$ cat src/rtl/port_debounce.sv
// Debounced switch/key port: two-flop sync, per-bit stability counter,
// rising-edge flags with read-to-clear, and a registered processor read port.
module port_debounce #(
   parameter int unsigned N         = 10,
   parameter int unsigned DB_CYCLES = 4
) (
   input  logic          Clock,
   input  logic          Reset,
   input  logic [N-1:0]  SW,
   input  logic          RdEn,
   input  logic [1:0]    Sel,
   output logic [15:0]   DOUT,
   output logic          Irq
);

   localparam int unsigned CW = (DB_CYCLES > 2) ? $clog2(DB_CYCLES) : 1;
   localparam logic [CW-1:0] CNT_LAST = CW'(DB_CYCLES - 1);

   logic [N-1:0]  s1;
   logic [N-1:0]  s2;
   logic [N-1:0]  deb;
   logic [N-1:0]  deb_nxt;
   logic [N-1:0]  edge_flag;
   logic [N-1:0]  edge_nxt;
   logic [N-1:0]  rise;
   logic [CW-1:0] cnt     [N];
   logic [CW-1:0] cnt_nxt [N];
   logic          rd_clear;
   logic [15:0]   dout_nxt;

   // Per-bit stability counter; the level is accepted on the last stable sample
   always_comb begin
      deb_nxt = deb;
      for (int i = 0; i < N; i++) begin
         cnt_nxt[i] = '0;
         if (s2[i] != deb[i]) begin
            if (cnt[i] == CNT_LAST) begin
               deb_nxt[i] = s2[i];
            end else begin
               cnt_nxt[i] = cnt[i] + CW'(1);
            end
         end
      end
   end

   // A rise arriving on a clearing read survives; the read returns pre-edge flags
   always_comb begin
      rise     = deb_nxt & ~deb;
      rd_clear = RdEn && (Sel == 2'd1);
      edge_nxt = (rd_clear ? '0 : edge_flag) | rise;
   end

   always_comb begin
      dout_nxt = DOUT;
      if (RdEn) begin
         unique case (Sel)
            2'd0:    dout_nxt = 16'(deb);
            2'd1:    dout_nxt = 16'(edge_flag);
            2'd2:    dout_nxt = {15'b0, |edge_flag};
            default: dout_nxt = 16'h0000;
         endcase
      end
   end

   always_ff @(posedge Clock or posedge Reset) begin
      if (Reset) begin
         s1        <= '0;
         s2        <= '0;
         deb       <= '0;
         edge_flag <= '0;
         DOUT      <= '0;
         Irq       <= 1'b0;
         for (int i = 0; i < N; i++) cnt[i] <= '0;
      end else begin
         s1        <= SW;
         s2        <= s1;
         deb       <= deb_nxt;
         edge_flag <= edge_nxt;
         DOUT      <= dout_nxt;
         Irq       <= |edge_nxt;
         for (int i = 0; i < N; i++) cnt[i] <= cnt_nxt[i];
      end
   end

endmodule

$ cat config.mk
export PLATFORM = sky130hd
export DESIGN_NAME = port_debounce
export DESIGN_NICKNAME = d
export VERILOG_FILES = /design/src/rtl/port_debounce.sv
export SDC_FILE = /design/constraint.sdc
export NUM_CORES = 1
export LEC_CHECK = 0
export CORE_ASPECT_RATIO = 2
export CORE_MARGIN = 2
export CORE_UTILIZATION = 50
export DETAILED_ROUTE_END_ITERATION = 6
export PLACE_DENSITY = 0.73
export SLEW_MARGIN = 20
export SYNTH_ARGS = -nofsm -noshare
export SYNTH_HDL_FRONTEND = slang
export SYNTH_SLANG_ARGS = --single-unit
$ cat constraint.sdc
create_clock -name Clock -period 2.8 [get_ports Clock]
set_input_delay 0.28 -clock Clock [delete_from_list [all_inputs] [get_ports Clock]]
set_output_delay 0.28 -clock Clock [all_outputs]
set_load 0.02 [all_outputs]
==> Word-level counts from Yosys, hierarchy flattened <==
Index checks and enable logic that the tools add are counted.
{ "classes": {"mux": 42, "n_eq_ne": 22, "addsub": 10, "reduce_logical": 4, "bitwise_logic": 3} }
{ "ops": {"columns": ["operator", "count"], "rows": [
  ["two-way mux 2 bit", 20],
  ["case mux 10 bit (3 select lines)", 1],
  ["equality test 2 bit (second input constant)", 11],
  ["adder 2 x 1 -> 2 bit (second input constant)", 10],
  ["two-way mux 1 bit", 20],
  ["OR reduction 10 bit", 2],
  ["AND 10 bit", 1],
  ["two-way mux 10 bit", 1],
  ["inequality test 1 bit", 10],
  ["NOT 10 bit", 1],
  ["OR 10 bit", 1],
  ["equality test 2 x 1 -> 1 bit (second input constant)", 1],
  ["logical NOT 2 bit", 1],
  ["logical AND 1 bit", 1]
]} }
{ "word_totals": {"ff_bits": 77, "output_inout_bits": 17} }

==> Depth between registers and ports, before layout <==
Gate-level depths: netlist of the first run.
{ "logic_depth": {"word_depth": 6, "mapped_depth": 5, "ltp_nobuf": 5} }

==> Worst setup path after synthesis of the first run <==
OpenSTA, ideal clock, no wires.
{ "synth_timing": {"path_kind": "reg-to-reg", "startpoint": "register edge_flag[8]", "endpoint": "register Irq", "stages_incl_launch_ff": 5, "period_less_slack_ns": 1.190, "t_arrival_ns": 1.054, "setup_slack_ns": 1.610, "cell_sequence": "dfrtp_1 nor4_4 nand2_1 a211oi_2 nand4_1"} }
{ "synth_between": {"elab_chain_cells": 3} }
{ "synth_lines": {"columns": ["item", "line_no", "rtl"], "rows": [
  ["start, declared", "23", "logic [N-1:0] edge_flag;"],
  ["start signal, assigned", "78", "edge_flag <= edge_nxt;"],
  ["two-way mux 10 bit", "50", "edge_nxt = (rd_clear ? '0 : edge_flag) | rise;"],
  ["OR 10 bit", "50", null],
  ["OR reduction 10 bit", "80", "Irq <= |edge_nxt;"],
  ["end signal, assigned", "80", null],
  ["end, declared", "13", "output logic Irq"]
]} }
No other way between the ends.
A chain may end at the register's enable or synchronous reset.

==> Final worst setup path of the first run <==
{ "layout_timing": {"startpoint": "register DOUT[6]", "endpoint": "output port DOUT[6]"} }
{ "layout_lines": {"columns": ["item", "line_no", "rtl"], "rows": [
  ["start, declared", "12", "output logic [15:0] DOUT,"],
  ["start signal, assigned", "79", "DOUT <= dout_nxt;"]
]} }
No word-level cell between the ends.

==> results of run 1 <==
[Yosys cell counts]
master / instances / area, sq um
nand2b_1: 2 / 12.51
a211oi_2: 1 / 12.51
o22ai_1: 10 / 62.56
conb_1: 1 / 3.750
mux2_2: 2 / 22.52
nand2_1: 16 / 60.06
inv_1: 19 / 71.32
nand3_1: 1 / 5.000
clkbuf_1: 2 / 7.510
nor3_1: 11 / 55.05
buf_2: 2 / 10.01
nor2_1: 8 / 30.03
nand4_1: 2 / 12.51
mux2i_1: 9 / 90.09
nor4_4: 2 / 42.54
ha_1: 10 / 125.1
nand3b_1: 3 / 22.52
a21oi_1: 1 / 5.000
dfrtp_1: 71 / 1777
o21ai_0: 12 / 60.06
buf_4: 6 / 45.04
a21o_1: 5 / 37.54
xnor2_1: 10 / 87.58
a21o_2: 1 / 8.760
nor2b_1: 10 / 62.56
nor4_1: 1 / 6.260
[stage by stage]
step | cells | utilization | power [mW] | instance area, sq um | setup WS [ns]
finish | 317 | 0.6132 | 3.381 | 3294 | 1.188
global route | 317 | 0.6132 | 3.600 | 3294 | 1.141
CTS | 317 | 0.6132 | 3.427 | 3294 | 1.165
detailed placement | 301 | 0.5680 | 2.463 | 3052 | 0.9397
global placement | 301 | 0.5680 | 2.407 | 3052 | 0.9615
floorplan | 223 | - | 2.184 | 2754 | 0.7234
[placed cells by master, fill, tap and decap left out]
cell              n
dfrtp_1          71
clkdlybuf4s50_1  25
inv_1            18
nand2_1          16
clkbuf_8         13
o21ai_0          12
nor3_1           11
xnor2_1          10
o22ai_1          10
nor2b_1          10
ha_1             10
mux2i_1           9
nor2_1            8
conb_1            6
a21o_1            5
nand3b_1          3
mux2_2            2
nor4_4            2
nand4_1           2
nand2b_1          2
bufinv_16         2
buf_4             2
a21o_2            1
a211oi_2          1
nor4_1            1
inv_2             1
a21oi_1           1
nand3_1           1
clkbuf_1          1
buf_12            1
[worst paths after layout]
check                                    start                end  slack (ns)  cells past startpoint
setup / recovery           DOUT[6]$_DFFE_PP0P_            DOUT[6]        1.19                      1
hold / removal                           Reset  cnt[13]$_DFF_PP0_        0.29                      2
setup reg to reg              cnt[6]$_DFF_PP0_      Irq$_DFF_PP0_        1.46                      5
hold reg to reg                s1[8]$_DFF_PP0_    s2[8]$_DFF_PP0_        0.35                      0
max in group asynchronous                Reset    s1[4]$_DFF_PP0_        1.90                      3
min in group Clock             s1[8]$_DFF_PP0_    s2[8]$_DFF_PP0_        0.35                      0
[sequential cells by signal, indices dropped and copies added, names as in the netlist]
signal,cells
cnt,20
DOUT,10
deb,10
edge_flag,10
s1,10
s2,10
Irq,1
[power breakdown]
part           switching, mW  leakage, nW  internal (mW)  total, mW
combinational          0.375        0.558          0.454      0.829
sequential             0.260        0.892           1.34       1.60
clock                  0.354        0.123          0.600      0.954
[final cells by class]
class	count	area (sq um)	share of cell area
clock buffer	14	182.7	0.05545
clock inverter	2	60.06	0.01823
inverter	19	71.32	0.02165
multi-input combinational	123	843.3	0.2560
sequential	71	1777	0.5393
tap	60	75.07	0.02279
timing repair buffer	28	285.3	0.08659
[layer usage]
metal	vias to the layer above	track usage
met5	-	0
met4	0	0.09694
met3	9	0.05861
met2	25	0.2605
met1	791	0.1785
li1	782	-
[cells by family (layout without fill, tap and decap cells)]
| family | after synthesis | in the layout | share of synthesized area |
|---|---|---|---|
| flip-flops | 71 | 71 | 0.6496 |
| AND/OR/NAND/NOR | 56 | 56 | 0.1130 |
| AO/OA/AOI/OAI | 30 | 30 | 0.06816 |
| buffers and inverters | 29 | 63 | 0.04895 |
| multiplexers | 11 | 11 | 0.04117 |
| adder cells (fa/ha/maj) | 10 | 10 | 0.04575 |
| XOR/XNOR | 10 | 10 | 0.03202 |
| other | 1 | 6 | 0.001371 |
==> flow_summary.json, run 1 <==
{
  "outcome": "finished clean",
  "syn-mean-instance-area_sq_um": 12.55,
  "wl_per_cell_um": 13.74,
  "dieWidth_um": 56.30,
  "min_period_over_period": 0.5758,
  "cts_buffers": 9,
  "cts_root_buf": "clkbuf_8",
  "yosysUniqueCellTypes": 26,
  "worstMarginPinSlew_ns": 0.5100,
  "leakage_nw": 1.573,
  "routed-wl-met2_um": 2335,
  "vias": 1607,
  "drv_cap": 0,
  "vdd_drop_max_mv": 0.7272,
  "synth_area_sq_um": 2735,
  "drt-met1-wl_um": 1747,
  "cts.htree.levels": 3,
  "synth_seq_cells": 71,
  "die-area_sq_um": 6114,
  "track_usage": 0.1608,
  "clock_path_buffers": 2,
  "yosysWarnings": 0,
  "finalHoldViolations": 0,
  "hold_class": "input pin to asynchronous set/reset pin",
  "final_layout_size_suffix_gt1_frac": 0.09728,
  "die_h_um": 108.6,
  "ant_nets": 0,
  "insertion_delay_ns": 0.34,
  "drtIter0Drc": 35,
  "layout-area-overhead-vs-synth_pct": 20.45,
  "rsz0062_at_grt": "no",
  "synthCells": 218,
  "row_count": 38,
  "routed_wl_um": 4355,
  "post_cts_buffers": 0,
  "cp-start-kind": "flop",
  "initial_core_util": 0.5091,
  "grt_max_degree": 49,
  "grt_pass1_wl_um": 7176,
  "final-setup-viol-count": 0,
  "fmax_ghz": 0.6203,
  "path_clk_slew_ns": 0.07,
  "critPathTopFamily": "buffers and inverters",
  "crit_chain": "clkdlybuf4s50_1",
  "overflow": 0,
  "gp_congestion": 0.7876,
  "crit_path_max_fanout": 2,
  "portBuffers": 25,
  "maxSlewViolCount": 0,
  "antenna_found_initial": 0,
  "worst-path-buf-inv": 1,
  "drc_errors": 0,
  "nets": 277,
  "cp-end-kind": "primary output",
  "numClockSinks": 71,
  "fillers": 438,
  "ctsHoldBuffers": 0,
  "cts_resized": 0,
  "dr.pass1.iters": 4,
  "cp.required_ns": 2.52,
  "crit_path_top_delay_cell": "clkdlybuf4s50_1",
  "fin_worst_skew_ns": 0.009155,
  "grt_pass1_vias": 1625,
  "io_pins": 32,
  "slew_headroom": 0.6595,
  "design.core.area_sq_um": 5373,
  "hpwl_um": 3063,
  "synth-seq-area-share": 0.6496,
  "cts_tree": "yes",
  "viasPerCell": 5.069,
  "critPathMaxStageDelay_ns": 0.62,
  "arrival_ns": 1.33,
  "min_period_ns": 1.612,
  "tns_ns": 0,
  "whs_ns": 0.2895,
  "cellPowerDensity_nw_per_um2": 1026,
  "top_layer_used": "met4",
  "routed-wl-met3_um": 165,
  "num_antenna_cells": 0,
  "critPathKind": "flop to primary output"
}
Power figures use the tool's default switching activity.
==> run 2: changes to the inputs <==
- CORE_UTILIZATION: 50 -> 49
- PLACE_DENSITY: 0.73 -> 0.74
- clock period: 2.8 -> 1.3 ns (I/O delays scaled with it)
==> flow_summary.json, run 2 (synthesis results as in run 1) <==
{
  "outcome": "finished clean",
  "cp-end-kind": "flop",
  "cts_tree": "yes",
  "cts_root_buf": "clkbuf_8",
  "ant_nets": 0,
  "final_layout_size_suffix_gt1_frac": 0.1581,
  "critPathKind": "flop to flop",
  "viasPerCell": 5.066,
  "layout_common_cells": "dfrtp_1 (71), inv_1 (18), nand2_1 (16)",
  "arrival_ns": 1.47,
  "hold_class": "input pin to asynchronous set/reset pin",
  "track_usage": 0.1729,
  "clock_path_buffers": 2,
  "tns_ns": 0,
  "final_common_cell": "dfrtp_1",
  "die-area_sq_um": 6232,
  "postPlaceCellArea_sq_um": 3171,
  "num_antenna_cells": 0,
  "gp_congestion": 0.7558,
  "wl_per_cell_um": 13.83,
  "vdd_drop_max_mv": 1.343,
  "maxSlewViolCount": 0,
  "routed_wl_um": 4592,
  "setup_ws_ns": 0.04840,
  "leakage_nw": 1.687,
  "nets": 292,
  "overflow": 0,
  "portBuffers": 25,
  "design.core.area_sq_um": 5420,
  "cellPowerDensity_nw_per_um2": 2176,
  "cp-start-kind": "flop",
  "dpl_worst_slack_ns": -0.03510,
  "layout-area-overhead-vs-synth_pct": 25.53,
  "grt_pass1_wl_um": 7879,
  "top_register": "cnt",
  "cts_buffers": 9,
  "placed_cells": 313,
  "final-setup-viol-count": 0,
  "fmax_ghz": 0.7990,
  "vias": 1682,
  "hpwl_um": 3223,
  "row_count": 38,
  "min_period_ns": 1.252,
  "io_pins": 32,
  "grt_max_degree": 39,
  "initial_core_util": 0.5046,
  "ctsHoldBuffers": 0,
  "grt_pass1_vias": 1716,
  "design_area_sq_um": 3433,
  "dr.pass1.iters": 3,
  "finalNonFillerCells": 332,
  "drtIter0Drc": 37,
  "cts.htree.levels": 3,
  "cp.required_ns": 1.52,
  "insertion_delay_ns": 0.34,
  "fin_worst_skew_ns": 0.007512,
  "final_util": 0.6334,
  "largest_register_ff_count": 20,
  "crit_path_max_fanout": 3,
  "numClockSinks": 71,
  "drc_errors": 0,
  "finalHoldViolations": 0,
  "min_period_over_period": 0.9628,
  "die_h_um": 109.7,
  "drv_cap": 0,
  "rsz0062_at_grt": "yes",
  "dieWidth_um": 56.83,
  "path_clk_slew_ns": 0.07,
  "antenna_found_initial": 0
}
-- run 2: timing repair --
item                       in CTS  in global routing
setup buffers                   2                  1
setup endpoints to repair      12                  2
pin swaps                       1                  9
resized for setup              11                  4
-- run 2: critical path, stage by stage, from the launching register on --
cell	delay, ns
dfrtp_1	0.39
ha_1	0.24
nand3b_1	0.13
nand2_1	0.08
a211oi_2	0.19
nand4_1	0.09
-- run 2: cell type report --
type                            count  area [sq um]
Clock inverter                      2         60.06
Fill cell                         427          1987
Multi-Input combinational cell    123         854.6
Timing Repair Buffer               43         409.1
Inverter                           19         75.07
Clock buffer                       14         182.7
Sequential cell                    71          1777
Tap cell                           60         75.07
-- run 2: path summary, 6_finish.rpt --
check	from	to	slack (ns)	cells past startpoint
setup / recovery	cnt[10]$_DFF_PP0_	Irq$_DFF_PP0_	0.05	5
hold / removal	Reset	cnt[18]$_DFF_PP0_	0.22	3
setup reg to reg	cnt[10]$_DFF_PP0_	Irq$_DFF_PP0_	0.05	5
hold reg to reg	s1[2]$_DFF_PP0_	s2[2]$_DFF_PP0_	0.34	0
max in group asynchronous	Reset	deb[5]$_DFF_PP0_	0.85	3
min in group Clock	SW[7]	s1[7]$_DFF_PP0_	0.22	1
-- run 2: routing by layer --
metal / track usage / vias up / routed length, um
met4: 0.1229 / 0 / 202
met3: 0.04000 / 17 / 161
met1: 0.2067 / 814 / 1871
met5: 0 / - / 0
li1: - / 817 / -
met2: 0.2724 / 34 / 2357
-- run 2: per-stage QoR --
step                      power [mW]  hold WS, ns
final                          7.470       0.2167
after global routing           7.998       0.2127
after CTS                      7.542       0.2036
after detailed placement       5.437       0.3355
after global placement         5.313       0.3319
after floorplan                4.705       0.1614
-- run 2: power breakdown --
group | total, mW | internal [mW] | leakage, nW | switching (mW)
registers | 3.43 | 2.88 | 0.892 | 0.550
clock network | 2.05 | 1.29 | 0.123 | 0.754
logic | 1.99 | 1.10 | 0.672 | 0.888
==> patch: new RTL, settings of run 2 <==
`DOUT` no longer has a reset.
--- a/src/rtl/port_debounce.sv
+++ b/src/rtl/port_debounce.sv
@@ -70,3 +70,2 @@
          edge_flag <= '0;
-         DOUT      <= '0;
          Irq       <= 1'b0;
@@ -78,3 +77,2 @@
          edge_flag <= edge_nxt;
-         DOUT      <= dout_nxt;
          Irq       <= |edge_nxt;
@@ -84,2 +82,6 @@
 
+   always_ff @(posedge Clock) begin
+      DOUT <= dout_nxt;
+   end
+
 endmodule
Check against the original RTL: differs if Reset is asserted again (counterexample within 10 cycles, from zero or initial values and one cycle with Reset high); with Reset held inactive, the same outputs for 10 cycles.
==> patch against run 2 <==
The flow now finishes with violations (setup timing). Non-clock buffer count did not move. Wire length down 15%. Worst setup slack lost 0.12 ns. Power down 8.3%. Area after synthesis fell by 1.1%. Sequential cell count unchanged. Design area fell by 2.4%. Largest cell class unchanged. Largest power group unchanged.
==> patch: results (changes against run 2) <==
STA
  • Fin Hold WS: 0.08397 ns (-0.1328 ns)
  • Final setup fails: 2 (+2)
  • Total Neg Setup Slack: -0.1085 ns (-0.1085 ns)
  • Skew final: 0.002243 ns (-0.005269 ns)
  • Setup slack after layout: -0.07094 ns (-0.1193 ns)

Drt
  • Met2 wire length: 2043 um (-13%)
  • Vias: 1591 (-5.4%)
  • 1st-iter DRT viols: 33 (-11%)
  • Routed wl met3: 196 um (+22%)
  • Met1 WL: 1466 um (-22%)

Global route
  • First-pass GRT wire length: 6886 um (-13%)
  • Met2 Resource Use GR: 25.66% (-1.6 points)
  • Routing usage on met3: 6.168% (+2.2 points)
  • GRT Total Usage: 15.58% (-1.7 points)
  • Met1 usage: 15.66% (-5.0 points)

Layout
  • Data buffer area share: 12.21% (+0.29 points)
  • Inverters: 10 (-9)
  • ClkCell Share: 5.674% (-1.4 points)
  • Reg area: 1827 um2 (+2.8%)
  • Fin nets: 278 (-4.8%)
  • Final core utilization: 62.39% (-0.95 points)
  • #MultiIn Comb: 118 (-4.1%)

Logic synthesis
  • Post-synthesis cell count: 203 (-6.9%)
  • Post-Synth XOR/XNOR Area: 3.239% (+0.037 points)
  • Synth Area in Compound Gates: 4.951% (-1.9 points)
  • Yosys cell types: 27 (+3.8%)
  • Register area share after synthesis: 67.56% (+2.6 points)
  • Synth area leaders: dfrtp_1 56%, edfxtp_1 11%, ha_1 4.6%
  • Most frequent cells after synthesis: 61 x dfrtp_1, 16 x nand2_1, 16 x nor2_1
  • Multiplexer share of the synthesized area: 4.535% (+0.42 points)
  • Post-synthesis adder-cell area fraction: 4.627% (+0.053 points)

Placed design
  • DP Cell Count: 300 (-4.2%)
  • Detailed placement HPWL: 2917 um (-9.5%)
  • Pre-CTS setup slack: -0.08196 ns (-0.04686 ns)

CTS
  • Setup bufs post-CTS: 0 (-2)
  • Post-cts resize count: 14 (+3)

Power and ir drop
  • Leakage: 1.615 nW (-4.3%)
  • VDD IR-drop max: 1113 uV (-17%)

Outcome
  • Failing checks: setup timing
  • Status: complete, but fails checks

Worst setup path
  • Critical path peak fanout: 2 (-1)
  • Crit path DAT: 1.57 ns (+0.10 ns)
  • CP top delay family: simple AND/OR/NAND/NOR gates
==> patch: cell count changes in the layout (fill, tap and decap cells not counted), moves of 2 or more <==
cell	change
nor4_4	-2
edfxtp_1	+10
clkinv_2	+3
nor2_1	+7
dfrtp_1	-10
nor4_2	+2
nand2b_1	-2
inv_1	-9
clkbuf_8	-3
o22ai_1	-10
nand2_1	-3
nand2_2	+3
==> patch: worst paths after layout <==
| check | from | endpoint |
|---|---|---|
| worst max-delay path | edge_flag[0] | Irq |
| worst min-delay path | Reset | s1[5] |
| worst max register to register | edge_flag[0] | Irq |
| worst min register to register | s1[9] | s2[9] |
| max in group asynchronous | Reset | cnt[3] |
| min in group Clock | SW[5] | s1[5] |
==> patch: power breakdown <==
group	internal, mW	leakage [nW]	switching, mW	total (mW)
Sequential	2.93	0.860	0.453	3.38
Combinational	1.01	0.654	0.796	1.81
Clock	0.929	0.100	0.731	1.66
Total	4.87	1.61	1.98	6.85
